[config.mk]
export PLATFORM = sky130hd
export DESIGN_NAME = frq_sweep_ctrl_flat
export DESIGN_NICKNAME = d
export VERILOG_FILES = /design/src/rtl/frq_div_pkg.sv /design/src/rtl/frq_sweep_ctrl_if.sv /design/src/rtl/frq_dwell_timer.sv /design/src/rtl/frq_sweep_ctrl.sv /design/src/flat_wrapper.sv
export SDC_FILE = /design/constraint.sdc
export NUM_CORES = 1
export LEC_CHECK = 0
export CAP_MARGIN = 20
export CORE_MARGIN = 5
export CORE_UTILIZATION = 56
export CTS_CLUSTER_DIAMETER = 150
export CTS_CLUSTER_SIZE = 8
export DETAILED_ROUTE_END_ITERATION = 7
export GPL_ROUTABILITY_DRIVEN = 0
export HOLD_SLACK_MARGIN = 0.1
export MAX_ROUTING_LAYER = met4
export PLACE_DENSITY = 0.86
export SYNTH_ARGS = -nofsm -noshare
export SYNTH_HDL_FRONTEND = slang
export SYNTH_SLANG_ARGS = --single-unit
[constraint.sdc]
create_clock -name clk -period 2.9 [get_ports clk]
set_clock_uncertainty 0.05 [all_clocks]
set_input_delay 0.87 -clock clk [delete_from_list [all_inputs] [get_ports clk]]
set_output_delay 0.87 -clock clk [all_outputs]
set_load 0.005 [all_outputs]
[src/rtl/frq_div_pkg.sv]
// Shared types and constants for the frequency-divider sweep scheduler.
package frq_div_pkg;

  localparam int SEL_W_DEFAULT = 5;

  typedef enum logic [1:0] {
    IDLE  = 2'd0,
    OFFER = 2'd1,
    DWELL = 2'd2,
    DONE  = 2'd3
  } state_e;

  localparam logic [1:0] MODE_UP       = 2'b00;
  localparam logic [1:0] MODE_DOWN     = 2'b01;
  localparam logic [1:0] MODE_PINGPONG = 2'b10;
  localparam logic [1:0] MODE_SINGLE   = 2'b11;

endpackage

[src/rtl/frq_sweep_ctrl_if.sv]
// Select-code handshake between the sweep scheduler and the divider's F_select input.
interface frq_sweep_ctrl_if
  import frq_div_pkg::*;
#(
  parameter int SEL_W = SEL_W_DEFAULT
);
  logic [SEL_W-1:0] sel_out;
  logic             sel_valid;
  logic             sel_ready;

  modport master (output sel_out, output sel_valid, input sel_ready);
  modport slave  (input sel_out, input sel_valid, output sel_ready);
endinterface

[src/rtl/frq_dwell_timer.sv]
// Dwell down-counter for the sweep scheduler.
// Optional tick prescaler enabled by defining FRQ_SWEEP_PRESCALE_EN; otherwise
// every clock cycle is a tick.
module frq_dwell_timer #(
  parameter int DWELL_W  = 16,
  parameter int PRESCALE = 8
) (
  input  logic               clk,
  input  logic               reset,
  input  logic               load,
  input  logic [DWELL_W-1:0] value,
  output logic               tick_out,
  output logic               expire
);
  logic [DWELL_W-1:0] cnt;

  if (PRESCALE < 1) begin : g_bad_prescale
    $error("frq_dwell_timer: PRESCALE must be at least 1");
  end

`ifdef FRQ_SWEEP_PRESCALE_EN
  localparam int PS_W = (PRESCALE > 1) ? $clog2(PRESCALE) : 1;
  logic [PS_W-1:0] ps_cnt;

  // Free-running prescaler, realigned on every accepted code so each dwell starts clean
  always_ff @(posedge clk or posedge reset) begin
    if (reset)                 ps_cnt <= '0;
    else if (load || tick_out) ps_cnt <= '0;
    else                       ps_cnt <= ps_cnt + PS_W'(1);
  end

  assign tick_out = (ps_cnt == PS_W'(PRESCALE - 1));
`else
  assign tick_out = 1'b1;
`endif

  // Load max(value,1) on accept, then count down once per tick and park at zero
  always_ff @(posedge clk or posedge reset) begin
    if (reset)                      cnt <= '0;
    else if (load)                  cnt <= (value == '0) ? DWELL_W'(1) : value;
    else if (tick_out && cnt != '0) cnt <= cnt - DWELL_W'(1);
  end

  // Final tick of the dwell is the one seen while the count reads 1
  assign expire = (cnt == DWELL_W'(1));

endmodule

[src/rtl/frq_sweep_ctrl.sv]
// Sweep scheduler: sole writer of the divider F_select code. Steps the code
// between lo_sel and hi_sel with a programmable dwell per code, handing each
// code over through a valid/ready handshake.
// Build option FRQ_SWEEP_PRESCALE_EN slows the dwell count by PRESCALE.
module frq_sweep_ctrl
  import frq_div_pkg::*;
#(
  parameter int SEL_W    = SEL_W_DEFAULT,
  parameter int DWELL_W  = 16,
  parameter int PRESCALE = 8
) (
  input  logic                clk,
  input  logic                reset,
  input  logic                start,
  input  logic                stop,
  input  logic [1:0]          mode,
  input  logic [SEL_W-1:0]    lo_sel,
  input  logic [SEL_W-1:0]    hi_sel,
  input  logic [DWELL_W-1:0]  dwell,
  frq_sweep_ctrl_if.master    sel_if,
  output logic                busy,
  output logic                step_tick,
  output logic                done,
  output logic                cfg_err
);
  state_e             state;
  logic [SEL_W-1:0]   sel_q, sel_nx, lo_q, hi_q;
  logic [1:0]         mode_q;
  logic [DWELL_W-1:0] dwell_q;
  logic               dir_up, dir_nx, last_code;
  logic               accept, tick, expire, dwell_end;

  assign accept    = sel_if.sel_valid && sel_if.sel_ready;
  assign dwell_end = (state == DWELL) && tick && expire;

  frq_dwell_timer #(
    .DWELL_W  (DWELL_W),
    .PRESCALE (PRESCALE)
  ) u_timer (
    .clk      (clk),
    .reset    (reset),
    .load     (accept),
    .value    (dwell_q),
    .tick_out (tick),
    .expire   (expire)
  );

  // Next code from the current one; ping-pong flips direction on a bound so the bound is not repeated
  always_comb begin
    sel_nx    = sel_q;
    dir_nx    = dir_up;
    last_code = 1'b0;
    case (mode_q)
      MODE_UP:   sel_nx = (sel_q == hi_q) ? lo_q : sel_q + SEL_W'(1);
      MODE_DOWN: sel_nx = (sel_q == lo_q) ? hi_q : sel_q - SEL_W'(1);
      MODE_PINGPONG: begin
        if (lo_q != hi_q) begin
          if (dir_up) begin
            if (sel_q == hi_q) begin dir_nx = 1'b0; sel_nx = sel_q - SEL_W'(1); end
            else sel_nx = sel_q + SEL_W'(1);
          end else begin
            if (sel_q == lo_q) begin dir_nx = 1'b1; sel_nx = sel_q + SEL_W'(1); end
            else sel_nx = sel_q - SEL_W'(1);
          end
        end
      end
      default: begin
        last_code = (sel_q == hi_q);
        if (!last_code) sel_nx = sel_q + SEL_W'(1);
      end
    endcase
  end

  // Sweep FSM, configuration latched at start, and the code register driving the divider
  always_ff @(posedge clk or posedge reset) begin
    if (reset) begin
      state   <= IDLE;
      sel_q   <= '0;
      lo_q    <= '0;
      hi_q    <= '0;
      mode_q  <= MODE_UP;
      dwell_q <= '0;
      dir_up  <= 1'b1;
      cfg_err <= 1'b0;
    end else begin
      case (state)
        IDLE: begin
          if (start && !stop) begin
            if (lo_sel > hi_sel) begin
              cfg_err <= 1'b1;
            end else begin
              cfg_err <= 1'b0;
              mode_q  <= mode;
              lo_q    <= lo_sel;
              hi_q    <= hi_sel;
              dwell_q <= dwell;
              dir_up  <= 1'b1;
              sel_q   <= (mode == MODE_DOWN) ? hi_sel : lo_sel;
              state   <= OFFER;
            end
          end
        end
        OFFER: begin
          if (stop)                  state <= IDLE;
          else if (sel_if.sel_ready) state <= DWELL;
        end
        DWELL: begin
          if (stop) begin
            state <= IDLE;
          end else if (dwell_end) begin
            if (last_code) begin
              state <= DONE;
            end else begin
              sel_q  <= sel_nx;
              dir_up <= dir_nx;
              state  <= OFFER;
            end
          end
        end
        default: state <= IDLE;
      endcase
    end
  end

  // An abort suppresses the pulses of the cycle it lands in
  assign busy             = (state != IDLE);
  assign sel_if.sel_valid = (state == OFFER);
  assign sel_if.sel_out   = sel_q;
  assign step_tick        = dwell_end && !stop;
  assign done             = (state == DONE) && !stop;

endmodule
[src/flat_wrapper.sv]
// flat-port wrapper written by rule: the top's interface ports become plain ports
module frq_sweep_ctrl_flat import frq_div_pkg::*;
#(
  parameter int SEL_W    = SEL_W_DEFAULT,
  parameter int DWELL_W  = 16,
  parameter int PRESCALE = 8
)
  (clk, reset, start, stop, mode, lo_sel, hi_sel, dwell, busy, step_tick, done, cfg_err, sel_if_sel_out, sel_if_sel_valid, sel_if_sel_ready);
  frq_sweep_ctrl_if #(.SEL_W(SEL_W)) sel_if_i ();
  input  logic clk;
  input  logic reset;
  input  logic start;
  input  logic stop;
  input  logic [1:0] mode;
  input  logic [SEL_W-1:0] lo_sel;
  input  logic [SEL_W-1:0] hi_sel;
  input  logic [DWELL_W-1:0] dwell;
  output logic busy;
  output logic step_tick;
  output logic done;
  output logic cfg_err;
  output wire logic [$bits(sel_if_i.sel_out)-1:0] sel_if_sel_out;
  output wire logic [$bits(sel_if_i.sel_valid)-1:0] sel_if_sel_valid;
  input wire logic [$bits(sel_if_i.sel_ready)-1:0] sel_if_sel_ready;
  assign sel_if_sel_out = sel_if_i.sel_out;
  assign sel_if_sel_valid = sel_if_i.sel_valid;
  assign sel_if_i.sel_ready = sel_if_sel_ready;
  frq_sweep_ctrl #(.SEL_W(SEL_W), .DWELL_W(DWELL_W), .PRESCALE(PRESCALE)) u_core (.clk(clk), .reset(reset), .start(start), .stop(stop), .mode(mode), .lo_sel(lo_sel), .hi_sel(hi_sel), .dwell(dwell), .sel_if(sel_if_i), .busy(busy), .step_tick(step_tick), .done(done), .cfg_err(cfg_err));
endmodule
* After elaboration in Yosys (flattened, before gate mapping)
Cells that the tools add are included.
** Word-level totals
- Output and inout port bits :: 10
- Register bits after elaboration :: 53
- Word-level logic and storage cells :: 93
** Operators by class
- Reduce and logical (&&, ||, !) cells :: 19
- $add $sub $neg :: 3
- Eq/ne operators :: 21
- Order comparisons :: 1
- Mux-type cells :: 39
- Bitwise gates (word level) :: 1
** Operators by type and width (number)
- $mux 5 :: 13
- $mux 16 :: 3
- $eq 16x1->1 const B :: 1
- $logic_not 16->1 :: 1
- $reduce_and 8->1 :: 2
- $reduce_bool 16->1 :: 1
- $sub 16x1->16 const B :: 1
- $pmux 5 s3 :: 1
- $mux 2 :: 7
- $mux 1 :: 12
- $eq 5x5->1 :: 2
- $ne 2x2->1 const B :: 5
- $pmux 5 s2 :: 1
- $eq 2x1->1 const B :: 3
- $eq 2x2->1 const B :: 3
- $ne 3x3->1 const B :: 2
- $pmux 2 s3 :: 1
- $reduce_bool 2->1 :: 3
- $add 5x1->5 const B :: 1
- $gt 5x5->1 :: 1
- $logic_and 1x1->1 :: 5
- $ne 5x5->1 :: 1
- $ne 5x5->1 const B :: 1
- $sub 5x1->5 const B :: 1
- other kinds (10) :: 12

* Logic depth before layout (Yosys ltp)
- Word-level depth :: 9
- Mapped depth :: 10
- Depth with buffers taken out :: 9

* Modules after synthesis
Synthesis repeated with hierarchy kept, for this count alone.
** Second synthesis, totals
- Cell total of the unflattened synthesis :: 363
- Area total of the unflattened synthesis :: 3522.1 um2
** By module, submodules not included
- frq_sweep_ctrl :: area each 2424.8 um2, cells each 246, instances 1
- frq_dwell_timer :: area each 1097.3 um2, cells each 117, instances 1

* Worst setup path after synthesis
No wires, ideal clock.
- Path kind :: input -> register
- From :: input hi_sel[2]
- To :: register u_core.dir_up
- Data arrival time :: 2.655 ns
- Buffers on the path :: 1
- Path slack :: 0.118 ns
- Cell stages on the path :: 10
- Library setup time :: 0.077 ns
- Path through :: inv_1 -> ha_1 -> a211oi_1 -> nor2_1 -> o32ai_2 -> and2b_1 -> buf_6 -> o221ai_2 -> or4_1 -> o21a_1
** Between the ends
- Word-level cells in the longest chain between the ends :: 3
** Ends and longest elaborated chain
- from (decl) :: line flat_wrapper.sv:16 : input logic [SEL_W-1:0] hi_sel;
- $gt 5x5->1 :: line frq_sweep_ctrl.sv:89 : if (lo_sel > hi_sel) begin
- $ne 2x2->1 (no line)
- $reduce_and 8->1 (no line)
- to (signal assigned) :: line frq_sweep_ctrl.sv:115 : dir_up <= dir_nx;
- to (decl) :: line frq_sweep_ctrl.sv:30 : logic dir_up, dir_nx, last_code;
No other way between the ends.
A chain may end at the register's enable or synchronous reset.

* Worst setup path after layout
- From :: input hi_sel[1]
- To :: register u_core.sel_q[4], in the netlist u_core.sel_if.sel_out[4]
** Between the ends
- Word-level cells in the longest chain between the ends :: 3
** Ends and longest elaborated chain
- $gt 5x5->1 :: line frq_sweep_ctrl.sv:89
- $ne 2x2->1 (no line)
- $reduce_and 8->1 (no line)
- to (signal assigned) :: line frq_sweep_ctrl.sv:98 : sel_q <= (mode == MODE_DOWN) ? hi_sel : lo_sel;
- to (signal assigned) :: line frq_sweep_ctrl.sv:114 : sel_q <= sel_nx;
- to (decl) :: line frq_sweep_ctrl.sv:27 : logic [SEL_W-1:0] sel_q, sel_nx, lo_q, hi_q;
No other way between the ends.

==> key figures <==
Status
  • Status: finished clean

Synthesis
  • Syn Nets: 410
  • Ys async rst share: 100%
  • Synth area leader: dfrtp_1
  • Yosys cell types: 55
  • Primary FF master, synth: dfrtp_1
  • Post-synth EDFFs: 0
  • Post-Syn Area: 3450 µm²
  • Share of Yosys cell area claimed by the top area cell type: 37.7%
  • Synth Instances: 363
  • Seq cells post-synth: 53
  • Yosys warnings: 0
  • Syn avg cell area: 9.52 µm²
  • Largest cells by area after synthesis: dfrtp_1 (38%), mux2_2 (8.1%), ha_1 (5.1%), nand2_1 (4.5%), xor2_1 (4.3%)
  • Register area share after synthesis: 38.4%

Timing
  • Hold Vio Cnt, Final: 0
  • Fin crit share: 98.2%
  • Final hold slack: 0.452 ns
  • Tmin final: 2.85 ns
  • Worst-margin pin slew: 0.637 ns
  • Relative slew slack: 57.5%
  • Final WS setup: 0.0522 ns
  • Final setup violation count: 0
  • Final Max Slew Viols: 0
  • F_max: 0.351 GHz

Die
  • IO Pins: 43
  • Die area: 7840 µm²
  • Initial Util: 58.0%
  • CORE AREA: 5960 µm²
  • Row cnt: 28
  • Die W: 88.5 µm
  • Die Ht: 88.5 µm

Setup path
  • WP data arrival: 3.02 ns
  • Crit path kind: in -> reg
  • Sequence of cells on the critical path: dlygate4sd2_1 -> inv_2 -> ha_2 -> nand4_1 -> nor2_2 -> o32ai_2 -> and2b_2 -> buf_4 -> o221ai_4 -> mux2i_1 -> o31ai_1
  • Delay-heaviest family, CP: simple AND/OR/NAND/NOR gates
  • Maximum net fanout on the critical path: 8
  • Crit. End Element: flip-flop
  • Worst path bufs/invs: 3
  • CP Launch Type: primary input
  • Crit-path slowest cell: o221ai_4
  • Crit-path max cell delay: 0.32 ns
  • Data required, critical path: 3.07 ns

Power and ir drop
  • Sw frac: 41.7%
  • Sequential power share: 42.0%
  • Leakage: 1.77 nW
  • P per Cell Area: 796 nW/µm²
  • Psw: 1.38 mW
  • Tot Pwr: 3.32 mW
  • Combinational fraction of design power: 44.4%
  • VDD IR-drop max: 0.523 mV
  • Clock share of power: 13.6%
  • P_int: 1.94 mW

GRT
  • Vias in the first global route: 3021
  • Met2 Resource Use GR: 41.5%
  • Met1 usage: 31.4%
  • GRT busiest layer: met2
  • Met3 usage: 2.79%
  • Total Routing Usage GR: 25.1%
  • Grt ovf: 0
  • First-pass GRT wire length: 14.6 mm
  • Pin count of the biggest net entering global routing: 28
  • Antenna violations before repair: 0

Route
  • ANT nets after route: 0
  • Via density: 6.15
  • DRT iter0 DRCs: 153
  • Wirelength per Cell: 18.9 µm
  • Router iterations before antenna repair: 7
  • Final wirelength: 9.32 mm
  • Total number of vias: 3033
  • Residual DRC: 0

Run
  • Maxcap violations: 0

Hold path
  • Hold WC Path Type: reg -> reg

CTS
  • CTS tree: yes
  • CTS Buf Count: 5
  • CTS Hold Bufs: 0
  • Clock Sinks: 53
  • Max Buffers Root-to-Sink: 2
  • Clock slew at the register clock pins of the worst setup and hold paths: 0.11 ns
  • Worst skew pair latency: 0.32 ns
  • H-tree Lvls: 2
  • CTS root buf: clkbuf_8

Cells and area
  • Nets@finish: 464
  • Area delta synth->final: 20.8%
  • Diode count: 0
  • Fill count: 434
  • Fin cells: 493
  • Layout cells sized above 1: 18.4%
  • Final instance area: 4170 µm²

Placement
  • IO Port Bufs: 42
  • Dpl hpwl: 6.77 mm
  • Placement Setup Slack: -0.485 ns
  • Area of placed instances: 4010 µm²
  • Placed Cells: 481
## tightest hold or removal path: stages, from the launching register on
cell	delay, ns
dfrtp_1	0.36
nand2_1	0.05
o21ai_0	0.06
## state kept, by name, indices dropped and copies added, names as in the netlist
signal / count
u_core.cfg_err: 1
u_core.dir_up: 1
u_core.dwell_q: 16
u_core.hi_q: 5
u_core.lo_q: 5
u_core.mode_q: 2
u_core.sel_if.sel_out: 5
u_core.state: 2
u_core.u_timer.cnt: 16
## power by group through the flow
stage / clock [mW] / combinational (mW) / sequential (mW)
floorplan: 0 / 1.11 / 1.26
global route: 0.487 / 1.59 / 1.43
CTS: 0.454 / 1.45 / 1.38
detailed placement: 0 / 1.39 / 1.40
global placement: 0 / 1.31 / 1.37
finish: 0.451 / 1.47 / 1.39
## cell families after synthesis
family          Yosys count  share of synthesized area (%)
fa+ha+maj                14                           5.07
compound gates           74                           15.2
flops                    53                           38.4
mux                      36                           11.5
simple gates            118                           17.2
xor+xnor                 30                           7.61
buf+inv                  38                           5.03
## Yosys cell counts, drive strengths merged, types with 2 or more instances
| library cell | instances |
|---|---|
| nand2 | 42 |
| clkbuf | 8 |
| nand3 | 11 |
| o211ai | 2 |
| a32oi | 3 |
| buf | 9 |
| nor3 | 9 |
| a31oi | 2 |
| inv | 21 |
| a21oi | 16 |
| mux2 | 26 |
| a22o | 2 |
| nor2 | 29 |
| ha | 14 |
| o21a | 3 |
| nand2b | 3 |
| o31ai | 5 |
| o31a | 2 |
| xnor2 | 13 |
| and2b | 2 |
| and3b | 2 |
| dfrtp | 52 |
| nor2b | 2 |
| mux2i | 10 |
| or3 | 2 |
| nand4 | 5 |
| nand3b | 2 |
| o21ai | 22 |
| o32ai | 3 |
| a22oi | 2 |
| or4 | 3 |
| xor2 | 17 |
| o221ai | 4 |
| nor4 | 5 |
## cells in the final DEF, fill, tap and decap left out, types with 7 or more instances in the layout
cell             synthesis  final
dlygate4sd2_1            0      7
nor2_1                  29     28
mux2_2                  25     25
xor2_1                  17     17
xnor2_1                 13     13
mux2i_1                 10     10
nand3_1                 11     11
o21ai_0                 22     21
dfrtp_1                 52     51
ha_1                    14     11
nand2_1                 41     41
nor3_1                   8      8
buf_4                    1     21
inv_1                   21     18
clkdlybuf4s50_1          0     32
a21oi_1                 16     16
## final cells by class
class	instances	area (µm²)	share of cell area (%)
Sequential cell	53	1330	31.8
Multi-Input combinational cell	272	1990	47.7
Inverter	21	78.8	1.89
Tap cell	75	93.8	2.25
Timing Repair Buffer	64	588	14.1
Clock inverter	3	25.0	0.600
Clock buffer	5	68.8	1.65
## per-layer routing
metal / vias to the layer above / share of wire (%)
li1: 1394 / -
met1: 1463 / 40
met2: 153 / 49
met3: 23 / 7.7
met4: 0 / 2.5
met5: - / 0
## stage by stage
stage | utilization (%) | setup TNS, ns
2_1_floorplan | - | 0
4_1_cts | 69.7 | 0
6_report | 70.1 | 0
3_5_place_dp | 67.3 | -14.92
3_3_place_gp | 67.3 | -12.97
5_1_grt | 70.1 | -0.0437
## final timing paths
check	depth (start not counted)	endpoint	slack, ns	from
min in group asynchronous	2	u_core.hi_q[1]	0.81	reset
worst max-delay path	11	u_core.sel_if.sel_out[4]	0.05	hi_sel[1]
worst max register to register	7	u_core.sel_if.sel_out[2]	0.45	u_core.sel_if.sel_out[2]
max in group asynchronous	3	u_core.dir_up	1.35	reset
worst min-delay path	2	u_core.u_timer.cnt[10]	0.45	u_core.dwell_q[10]
worst min register to register	2	u_core.u_timer.cnt[10]	0.45	u_core.dwell_q[10]
## what timing repair did
item,4_1_cts,5_1_grt
setup endpoints to repair,34,33
gates resized for setup,16,5
pin swaps,7,6
buffers inserted,4,0
No activity file was read; power rests on OpenSTA's default activity.
